<file path="src/rtl/qnigma_poly1305_pkg.sv">
// Shared types, constants and helpers for the qnigma Poly1305 AEAD engine.
package qnigma_poly1305_pkg;

  localparam int P1305_BLK_BYTES = 16;
  localparam logic [127:0] R_CLAMP = 128'h0ffffffc0ffffffc0ffffffc0fffffff;

  typedef logic [127:0] poly_tag_t;
  typedef logic [128:0] poly_blk_t;

  typedef enum logic [2:0] {
    S_IDLE,
    S_COLLECT,
    S_ADD,
    S_MUL,
    S_PAD,
    S_LEN,
    S_FINAL
  } poly_state_t;

  // Port byte order (byte 0 in the MSBs) <-> little-endian integer.
  function automatic logic [127:0] byte_swap128(input logic [127:0] v);
    logic [127:0] o;
    for (int i = 0; i < 16; i++) o[8*i +: 8] = v[127-8*i -: 8];
    return o;
  endfunction

endpackage

</file>
<file path="src/rtl/qnigma_poly1305_blkbuf.sv">
// 16-byte little-endian block assembler; unwritten slots read as zero, so
// padding is free and only the 2^128 / 2^(8*idx) marker needs inserting.
module qnigma_poly1305_blkbuf
  import qnigma_poly1305_pkg::*;
(
  input  logic       clk,
  input  logic       rst,
  input  logic       clr,
  input  logic       wr,
  input  logic [7:0] din,
  input  logic       full_pad,
  output logic [4:0] idx,
  output logic       lst,
  output poly_blk_t  blk
);

  logic [127:0] buf_q, buf_d;
  logic [4:0]   idx_q, idx_d;
  logic [7:0]   mark_pos;

  always_comb begin
    buf_d = clr ? '0 : buf_q;
    idx_d = clr ? '0 : idx_q;
    if (wr) begin
      buf_d[{idx_d[3:0], 3'b000} +: 8] = din;
      idx_d = idx_d + 5'd1;
    end
  end

  always_ff @(posedge clk) begin
    if (rst) begin
      buf_q <= '0;
      idx_q <= '0;
    end else begin
      buf_q <= buf_d;
      idx_q <= idx_d;
    end
  end

  assign idx      = idx_q;
  assign lst      = wr && !clr && (idx_q == 5'(P1305_BLK_BYTES - 1));
  assign mark_pos = (full_pad || idx_q[4]) ? 8'd128 : {1'b0, idx_q[3:0], 3'b000};
  assign blk      = {1'b0, buf_q} | (poly_blk_t'(1) << mark_pos);

endmodule

</file>
<file path="src/rtl/qnigma_poly1305_aead.sv">
// Poly1305 MAC engine with RFC8439 AEAD padding/length block; field math via
// the shared ALU. Optional tag compare: define QNIGMA_POLY1305_VERIFY_EN.
// state   | meaning
// COLLECT | assembling bytes;  PAD | close a zero-padded block
// ADD/MUL | acc=(acc+n)*r via ALU;  LEN | AEAD length block;  FINAL | tag out
module qnigma_poly1305_aead
  import qnigma_poly1305_pkg::*;
#(
  parameter int W     = 256,
  parameter int LEN_W = 64
) (
  input  logic           clk,
  input  logic           rst,
  input  logic [7:0]     din,
  input  logic           vin,
  input  logic           sof,
  input  logic           eof,
  input  logic           sel,
  input  logic           aead,
  output logic           cts,
  output logic           lst,
  input  logic [255:0]   key,
  output logic [W-1:0]   alu_opa,
  output logic [W-1:0]   alu_opb,
  output logic           alu_add,
  output logic           alu_mul,
  output logic           alu_cal,
  input  logic [W-1:0]   alu_res,
  input  logic           alu_rdy,
  output logic [127:0]   tag,
  output logic           tag_val,
`ifdef QNIGMA_POLY1305_VERIFY_EN
  input  logic [127:0]   tag_ref,
  output logic           tag_ok,
`endif
  output logic           err
);

  poly_state_t      state_q, state_d;
  logic             aead_q, in_ct_q, done_q, len_ph_q, issued_q;
  logic [127:0]     r_q, s_q;
  logic [W-1:0]     acc_q;
  logic [LEN_W-1:0] aad_len_q, ct_len_q;
  logic             wr, clr, hold, bad_sw, rdy_ok;
  logic [4:0]       idx;
  poly_blk_t        buf_blk, len_blk, cur_blk;
  poly_tag_t        tag_sum;

  qnigma_poly1305_blkbuf u_blkbuf (
    .clk      (clk),
    .rst      (rst),
    .clr      (clr),
    .wr       (wr),
    .din      (din),
    .full_pad (aead_q),
    .idx      (idx),
    .lst      (lst),
    .blk      (buf_blk)
  );

  // First CT byte behind a partial AAD block waits until that block is padded out.
  assign hold    = aead_q && vin && !sof && sel && !in_ct_q && (idx != 5'd0);
  assign bad_sw  = aead_q && !sel && in_ct_q;
  assign rdy_ok  = alu_rdy && issued_q;
  assign len_blk = {1'b1, 64'(ct_len_q), 64'(aad_len_q)};
  assign cur_blk = len_ph_q ? len_blk : buf_blk;
  assign tag_sum = acc_q[127:0] + s_q;

  always_ff @(posedge clk) begin
    if (rst) state_q <= S_IDLE;
    else     state_q <= state_d;
  end

  always_comb begin
    state_d = state_q;
    case (state_q)
      S_IDLE:    if (vin && sof) state_d = S_COLLECT;
      S_COLLECT: begin
        if (done_q || hold) state_d = aead_q ? S_PAD : S_ADD;
        else if (lst)       state_d = S_ADD;
      end
      S_PAD:     state_d = S_ADD;
      S_LEN:     state_d = S_ADD;
      S_ADD:     if (rdy_ok) state_d = S_MUL;
      S_MUL: begin
        if (rdy_ok) begin
          if (!done_q)                  state_d = S_COLLECT;
          else if (aead_q && !len_ph_q) state_d = S_LEN;
          else                          state_d = S_FINAL;
        end
      end
      S_FINAL:   state_d = S_IDLE;
      default:   state_d = S_IDLE;
    endcase
  end

  always_comb begin
    cts     = 1'b0;
    wr      = 1'b0;
    clr     = 1'b0;
    alu_cal = 1'b0;
    alu_add = 1'b0;
    alu_mul = 1'b0;
    alu_opa = '0;
    alu_opb = '0;
    case (state_q)
      S_IDLE: begin
        cts = !rst;
        wr  = vin && sof;
        clr = vin && sof;
      end
      S_COLLECT: begin
        cts = !done_q && !hold;
        wr  = cts && vin && !sof && !bad_sw;
      end
      S_ADD: begin
        alu_add = 1'b1;
        alu_cal = !issued_q;
        alu_opa = acc_q;
        alu_opb = W'(cur_blk);
      end
      S_MUL: begin
        alu_mul = 1'b1;
        alu_cal = !issued_q;
        alu_opa = acc_q;
        alu_opb = W'(r_q);
        clr     = rdy_ok && !done_q;
      end
      default: ;
    endcase
  end

  always_ff @(posedge clk) begin
    if (rst) begin
      aead_q    <= 1'b0;
      in_ct_q   <= 1'b0;
      done_q    <= 1'b0;
      len_ph_q  <= 1'b0;
      issued_q  <= 1'b0;
      r_q       <= '0;
      s_q       <= '0;
      acc_q     <= '0;
      aad_len_q <= '0;
      ct_len_q  <= '0;
      tag       <= '0;
      tag_val   <= 1'b0;
      err       <= 1'b0;
`ifdef QNIGMA_POLY1305_VERIFY_EN
      tag_ok    <= 1'b0;
`endif
    end else begin
      issued_q <= (state_d == state_q) ? (issued_q | alu_cal) : 1'b0;
      tag_val  <= 1'b0;
      if (state_q == S_IDLE && vin) begin
        if (sof) begin
          aead_q    <= aead;
          r_q       <= byte_swap128(key[255:128]) & R_CLAMP;
          s_q       <= byte_swap128(key[127:0]);
          acc_q     <= '0;
          aad_len_q <= LEN_W'(aead && !sel);
          ct_len_q  <= LEN_W'(aead && sel);
          in_ct_q   <= aead && sel;
          done_q    <= eof;
          len_ph_q  <= 1'b0;
          err       <= 1'b0;
        end else begin
          err <= 1'b1;
        end
      end
      if (state_q != S_IDLE && vin && sof) err <= 1'b1;
      if (state_q == S_COLLECT && cts && vin && !sof && bad_sw) err <= 1'b1;
      if (state_q == S_COLLECT && wr) begin
        done_q <= eof;
        if (aead_q) begin
          if (sel) begin
            ct_len_q <= ct_len_q + LEN_W'(1);
            in_ct_q  <= 1'b1;
          end else begin
            aad_len_q <= aad_len_q + LEN_W'(1);
          end
        end
      end
      if ((state_q == S_ADD || state_q == S_MUL) && rdy_ok) acc_q <= alu_res;
      if (state_q == S_LEN) len_ph_q <= 1'b1;
      if (state_q == S_FINAL) begin
        tag     <= byte_swap128(tag_sum);
        tag_val <= 1'b1;
`ifdef QNIGMA_POLY1305_VERIFY_EN
        tag_ok  <= (byte_swap128(tag_sum) == tag_ref);
`endif
      end
    end
  end

endmodule

</file>
<file path="config.mk">
export PLATFORM = sky130hd
export DESIGN_NAME = qnigma_poly1305_aead
export DESIGN_NICKNAME = d
export VERILOG_FILES = /design/src/rtl/qnigma_poly1305_pkg.sv /design/src/rtl/qnigma_poly1305_blkbuf.sv /design/src/rtl/qnigma_poly1305_aead.sv
export SDC_FILE = /design/constraint.sdc
export NUM_CORES = 2
export LEC_CHECK = 0
export ABC_AREA = 1
export CAP_MARGIN = 20
export CORE_AREA = 2 2 456 458
export CTS_CLUSTER_DIAMETER = 50
export DETAILED_ROUTE_END_ITERATION = 12
export DIE_AREA = 0 0 458 460
export PLACE_DENSITY = 0.45
export SETUP_SLACK_MARGIN = 0.1
export SYNTH_ARGS = -nofsm -noshare
export SYNTH_HDL_FRONTEND = slang
export SYNTH_SLANG_ARGS = --single-unit
</file>
<file path="constraint.sdc">
create_clock -name clk -period 3.55 [get_ports clk]
set_input_delay 0.71 -clock clk [delete_from_list [all_inputs] [get_ports clk]]
set_output_delay 0.71 -clock clk [all_outputs]
set_load 0.1 [all_outputs]
</file>
# Word-level counts from Yosys, hierarchy flattened
# Cells that the tools add are included.
# op_classes
add_sub_neg,5
multipliers,0
n_div,0
order_cmp,0
eq_ne,8
shifts,3
n_mux,53
bitwise_logic,3
n_reduce_logical,58
# ops
cell,count
256-bit two-way mux,4
64-bit two-way mux,10
129-bit case mux with 2 select lines,1
128-bit two-way mux,2
129-bit two-way mux,1
128-bit by 129-bit OR with 129-bit output,1
1-bit by 8-bit left shift with 129-bit output (first input constant),1
128-bit adder,1
64-bit by 1-bit adder with 64-bit output (second input constant),2
128-bit bitwise mux,1
8-bit by 9-bit variable shift with 128-bit output (first input constant),1
8-bit by 9-bit indexed part select with 128-bit output,1
1-bit logical AND,28
3-bit two-way mux,7
1-bit two-way mux,19
3-bit case mux with 5 select lines,1
2-bit nonzero test,6
1-bit zero test,10
5-bit two-way mux,2
3-bit equality test (second input constant),3
7-bit negator with 9-bit output,1
8-bit two-way mux,1
2-bit AND reduction,4
3-bit by 2-bit equality test with 1-bit output (second input constant),2
other kinds (13),20
# totals
ff_bits,889
latch_bits,0
ram_bits,0
rom_bits,0
input_bits,528
out_inout_bits,647
elab_cells,146
memories,0

# Longest topological paths before layout
# depth
word_depth,19
depth_mapped,19
depth_no_buf,19

# Hierarchy
# From an unflattened synthesis, not the netlist that was laid out.
# hier_totals
cells_unflattened,9645
hier_area_um2,57983.1
# modules_own_cells
mod,n_inst,cells_each,area_each_um2,seq_area_each_um2
qnigma_poly1305_aead,1,8577,50792.5,15134.5
qnigma_poly1305_blkbuf,1,1068,7190.6,2662.6

# Least setup slack after synthesis
# Ideal clock, no wire load.
# synth_timing
path_type,register to output
from,reg state_q[2]
to,out alu_opb[32]
arrival_ns,3.716
required_ns,2.840
setup_slack_ns,-0.876
path_stages_with_launch,7
n_path_buf,1
path_cell_list,dfxtp_1 > inv_2 > nand2_1 > nor2_1 > clkbuf_1 > o21ai_0 > a31oi_1
# synth_via
elab_chain_cells,2
elab_cells_between_ends,3
classes_between,eq/ne: 2; mux: 1
# synth_lines
element,line,source
start: declaration,qnigma_poly1305_aead.sv:39,"poly_state_t state_q, state_d;"
start signal: assignment,qnigma_poly1305_aead.sv:71,else state_q <= state_d;
3-bit by 2-bit equality test with 1-bit output,qnigma_poly1305_aead.sv:106,case (state_q)
129-bit case mux with 2 select lines (*),qnigma_poly1305_aead.sv:106,
end: declaration,qnigma_poly1305_aead.sv:24,"output logic [W-1:0] alu_opb,"
# Every way passes the cells marked *; elsewhere a longest branch is shown, timed or not.

# Final worst setup path
# layout_timing
from,reg len_ph_q
to,out alu_opb[24]
# layout_via
elab_chain_cells,2
# layout_lines
element,line,source
start: declaration,qnigma_poly1305_aead.sv:40,"logic aead_q, in_ct_q, done_q, len_ph_q, issued_q;"
start signal: assignment,qnigma_poly1305_aead.sv:138,len_ph_q <= 1'b0;
start signal: assignment,qnigma_poly1305_aead.sv:164,len_ph_q <= 1'b0;
start signal: assignment,qnigma_poly1305_aead.sv:184,if (state_q == S_LEN) len_ph_q <= 1'b1;
129-bit two-way mux,qnigma_poly1305_aead.sv:66,assign cur_blk = len_ph_q ? len_blk : buf_blk;
129-bit case mux with 2 select lines,qnigma_poly1305_aead.sv:106,
# Every way passes these cells.

==> results.cfg <==
[critical_path]
path_cells = clkbuf_16, nor3_1, o22ai_2, buf_12
crit_type = reg -> out
startpoint_type = flop
timing.critical_path.slowest_cell_delay_ns = 0.85
crit_required_ns = 2.84
slowest_stage = nor3_1
crit_arrival_ns = 2.87
crit_path_end_kind = primary output
cp_max_fo = 52

[routing]
dr.pass1.iters = 7
dr_total_vias = 65000
wire_per_inst_um = 23.3
drcViolationCount = 0
via_per_inst = 4.85
wl_um = 313000
dr.first_iter.drc_count = 5592
ant_nets = 0

[placed_design]
place_congestion = 0.968
hpwl_um = 250000
pre_cts_slack_ns = 0.0321
placed_area_um2 = 71700
place.port_buffers = 1025

[final_layout]
drive_gt1_share_pct = 11.0
area_growth_pct = 37.3
layout.nets = 11200
design_area_um2 = 77800

[cts]
path_clk_slew_ns = 0.05
worstSkewPairLatency_ns = 0.84
htree_levels = 4
cts_max_path_buffers = 3
cts_tree = yes
cts_hold_buf = 0
numCtsBuffers = 161
cts-root-buf = clkbuf_16
cts_sinks = 889

[timing]
finalWorstSetupSlack_ns = -0.0298
fin_tns_setup_ns = -0.0298
skew_ns = 0.0519
setup_viol = 1
worst_slew_pin_slew_ns = 1.15
period_share_pct = 101
relSlewSlack_pct = 23.2
rsz0062_at_grt = true
maxSlewViolCount = 0
hold_viol_final = 0
fmax_ghz = 0.279
min_period_ns = 3.58

[logic_synthesis]
yosysMostFrequentCell = nand2_1
synth_top_area_share_pct = 31.4
async_reset_ff_share_pct = 0
synth-seq-cells = 889
synthesis.area_um2 = 56600
synth_edf_count = 0
synth_ff_type = dfxtp_1
synth.distinct_cells = 56
netlist_instances = 9579
ys_seq_area_share_pct = 31.4
synth_area_per_cell_um2 = 5.91
netlist_top_cells_area = dfxtp_1, nand2_1, inv_1, nand3_1, nor2_1
synth_largest_area_cell = dfxtp_1
synth_common_cells = nand2_1, inv_1, nor2_1, dfxtp_1, nand3_1
yosysWarningCount = 0

[floorplanning]
row_count = 167
die_h_um = 460
io_pins = 1175
initial_core_util_pct = 27.5
die_area_um2 = 211000
coreArea_um2 = 206000
die_w_um = 458

[global_route]
track_usage_pct = 28.4
grt-ovfl-total = 0
antenna_found_initial = 32
grt_pass1_wl_um = 440000
grt_pass1_vias = 61700
grt_max_degree = 184

[job]
maxCapViolCount = 0

[min_path]
hold_class = in -> reg

[run_status]
outcome = complete, but fails checks
violations = setup timing

[pwr]
power.leakage_nw = 33.3
ir_worst_vdd_mv = 0.526
p_per_area_nw_per_um2 = 383
[cell families after synthesis]
logic type	after synthesis	share of synthesized area, %
AOI/OAI and AO/OA	1467	13.7
and+or+nand+nor	4793	35.1
other	1	0.00662
DFF	889	31.4
adders and majority gates	134	2.97
xor gates and xnor gates	71	1.10
buffers and inverters	2224	15.7
[flip-flops by register name (all words and copies together) (netlist names)]
signal          count
u_blkbuf.buf_q    128
ct_len_q           64
done_q              1
aead_q              1
issued_q            1
u_blkbuf.idx        5
acc_q             256
state_q             3
aad_len_q          64
r_q               106
len_ph_q            1
err                 1
tag               128
tag_val             1
s_q               128
in_ct_q             1
[what timing repair did]
action,in CTS,in global routing
pin swaps,4,0
cloned,1,1
setup buffers,7,0
setup endpoints to repair,302,24
gates resized for setup,53,8
[path summary, 6_finish.rpt]
path | startpoint | end | slack [ns] | depth (start not counted)
hold / removal | rst | s_q[82]$_SDFFE_PP0P_ | 0.31 | 2
hold reg to reg | r_q[9]$_SDFFE_PP0P_ | r_q[9]$_SDFFE_PP0P_ | 0.45 | 2
setup / recovery | len_ph_q$_SDFFE_PP0P_ | alu_opb[24] | -0.03 | 4
setup reg to reg | acc_q[93]$_SDFFE_PP0P_ | tag[28]$_SDFFE_PP0P_ | 0.34 | 13
[power by group]
part / internal [mW] / switching, mW / leakage, nW
clock network: 10.2 / 6.32 / 2.75
logic: 0.929 / 2.07 / 23.4
registers: 10.2 / 0.0951 / 7.19
total: 21.3 / 8.48 / 33.3
[layout by cell type, fill, tap and decap left out, types with 116 or more instances in the layout]
| master | n |
|---|---|
| buf_12 | 197 |
| clkbuf_16 | 162 |
| buf_4 | 471 |
| ha_1 | 133 |
| a21oi_1 | 801 |
| nand3_1 | 885 |
| conb_1 | 127 |
| nor3_1 | 116 |
| inv_1 | 1621 |
| nor2_1 | 1140 |
| o21ai_0 | 405 |
| nand2_1 | 2448 |
| dfxtp_1 | 884 |
| clkdlybuf4s50_1 | 566 |
[critical path: cells and delay by family (launching register included)]
family	cells	cell delay [ns]
AO/OA/AOI/OAI	1	0.22
buffers and inverters	2	0.52
flip-flops	1	0.41
AND/OR/NAND/NOR	1	0.85
[routing by layer]
layer,global-route usage [%],up-vias,share of wire (%)
met5,0,-,0.050
met4,12.1,24,4.6
met3,4.81,468,6.1
met2,47.6,2212,47
met1,35.9,30500,43
li1,-,31700,-
[final cells by class]
class                      instances  area (µm²)
antenna                           17        42.5
timing repair buffer            1245       13300
tap                             2704        3380
clock buffer                     200        4370
clock inverter                    99        1360
fill                           22400      128000
multi-input combinational       6592       31200
inverter                        1648        6250
sequential                       889       17800
timing repair inverter             1        8.76
[per-stage QoR]
stage	std cells	hold WS, ns	total power, mW	util [%]
floorplan	9705	0.430	12.2	-
global placement	13100	0.439	13.4	34.8
detailed placement	13100	0.443	13.4	34.8
CTS	13400	0.270	30.1	37.7
global route	13400	0.313	30.7	37.7
finish	13400	0.306	29.8	37.7
No activity file was read; power rests on OpenSTA's default activity.
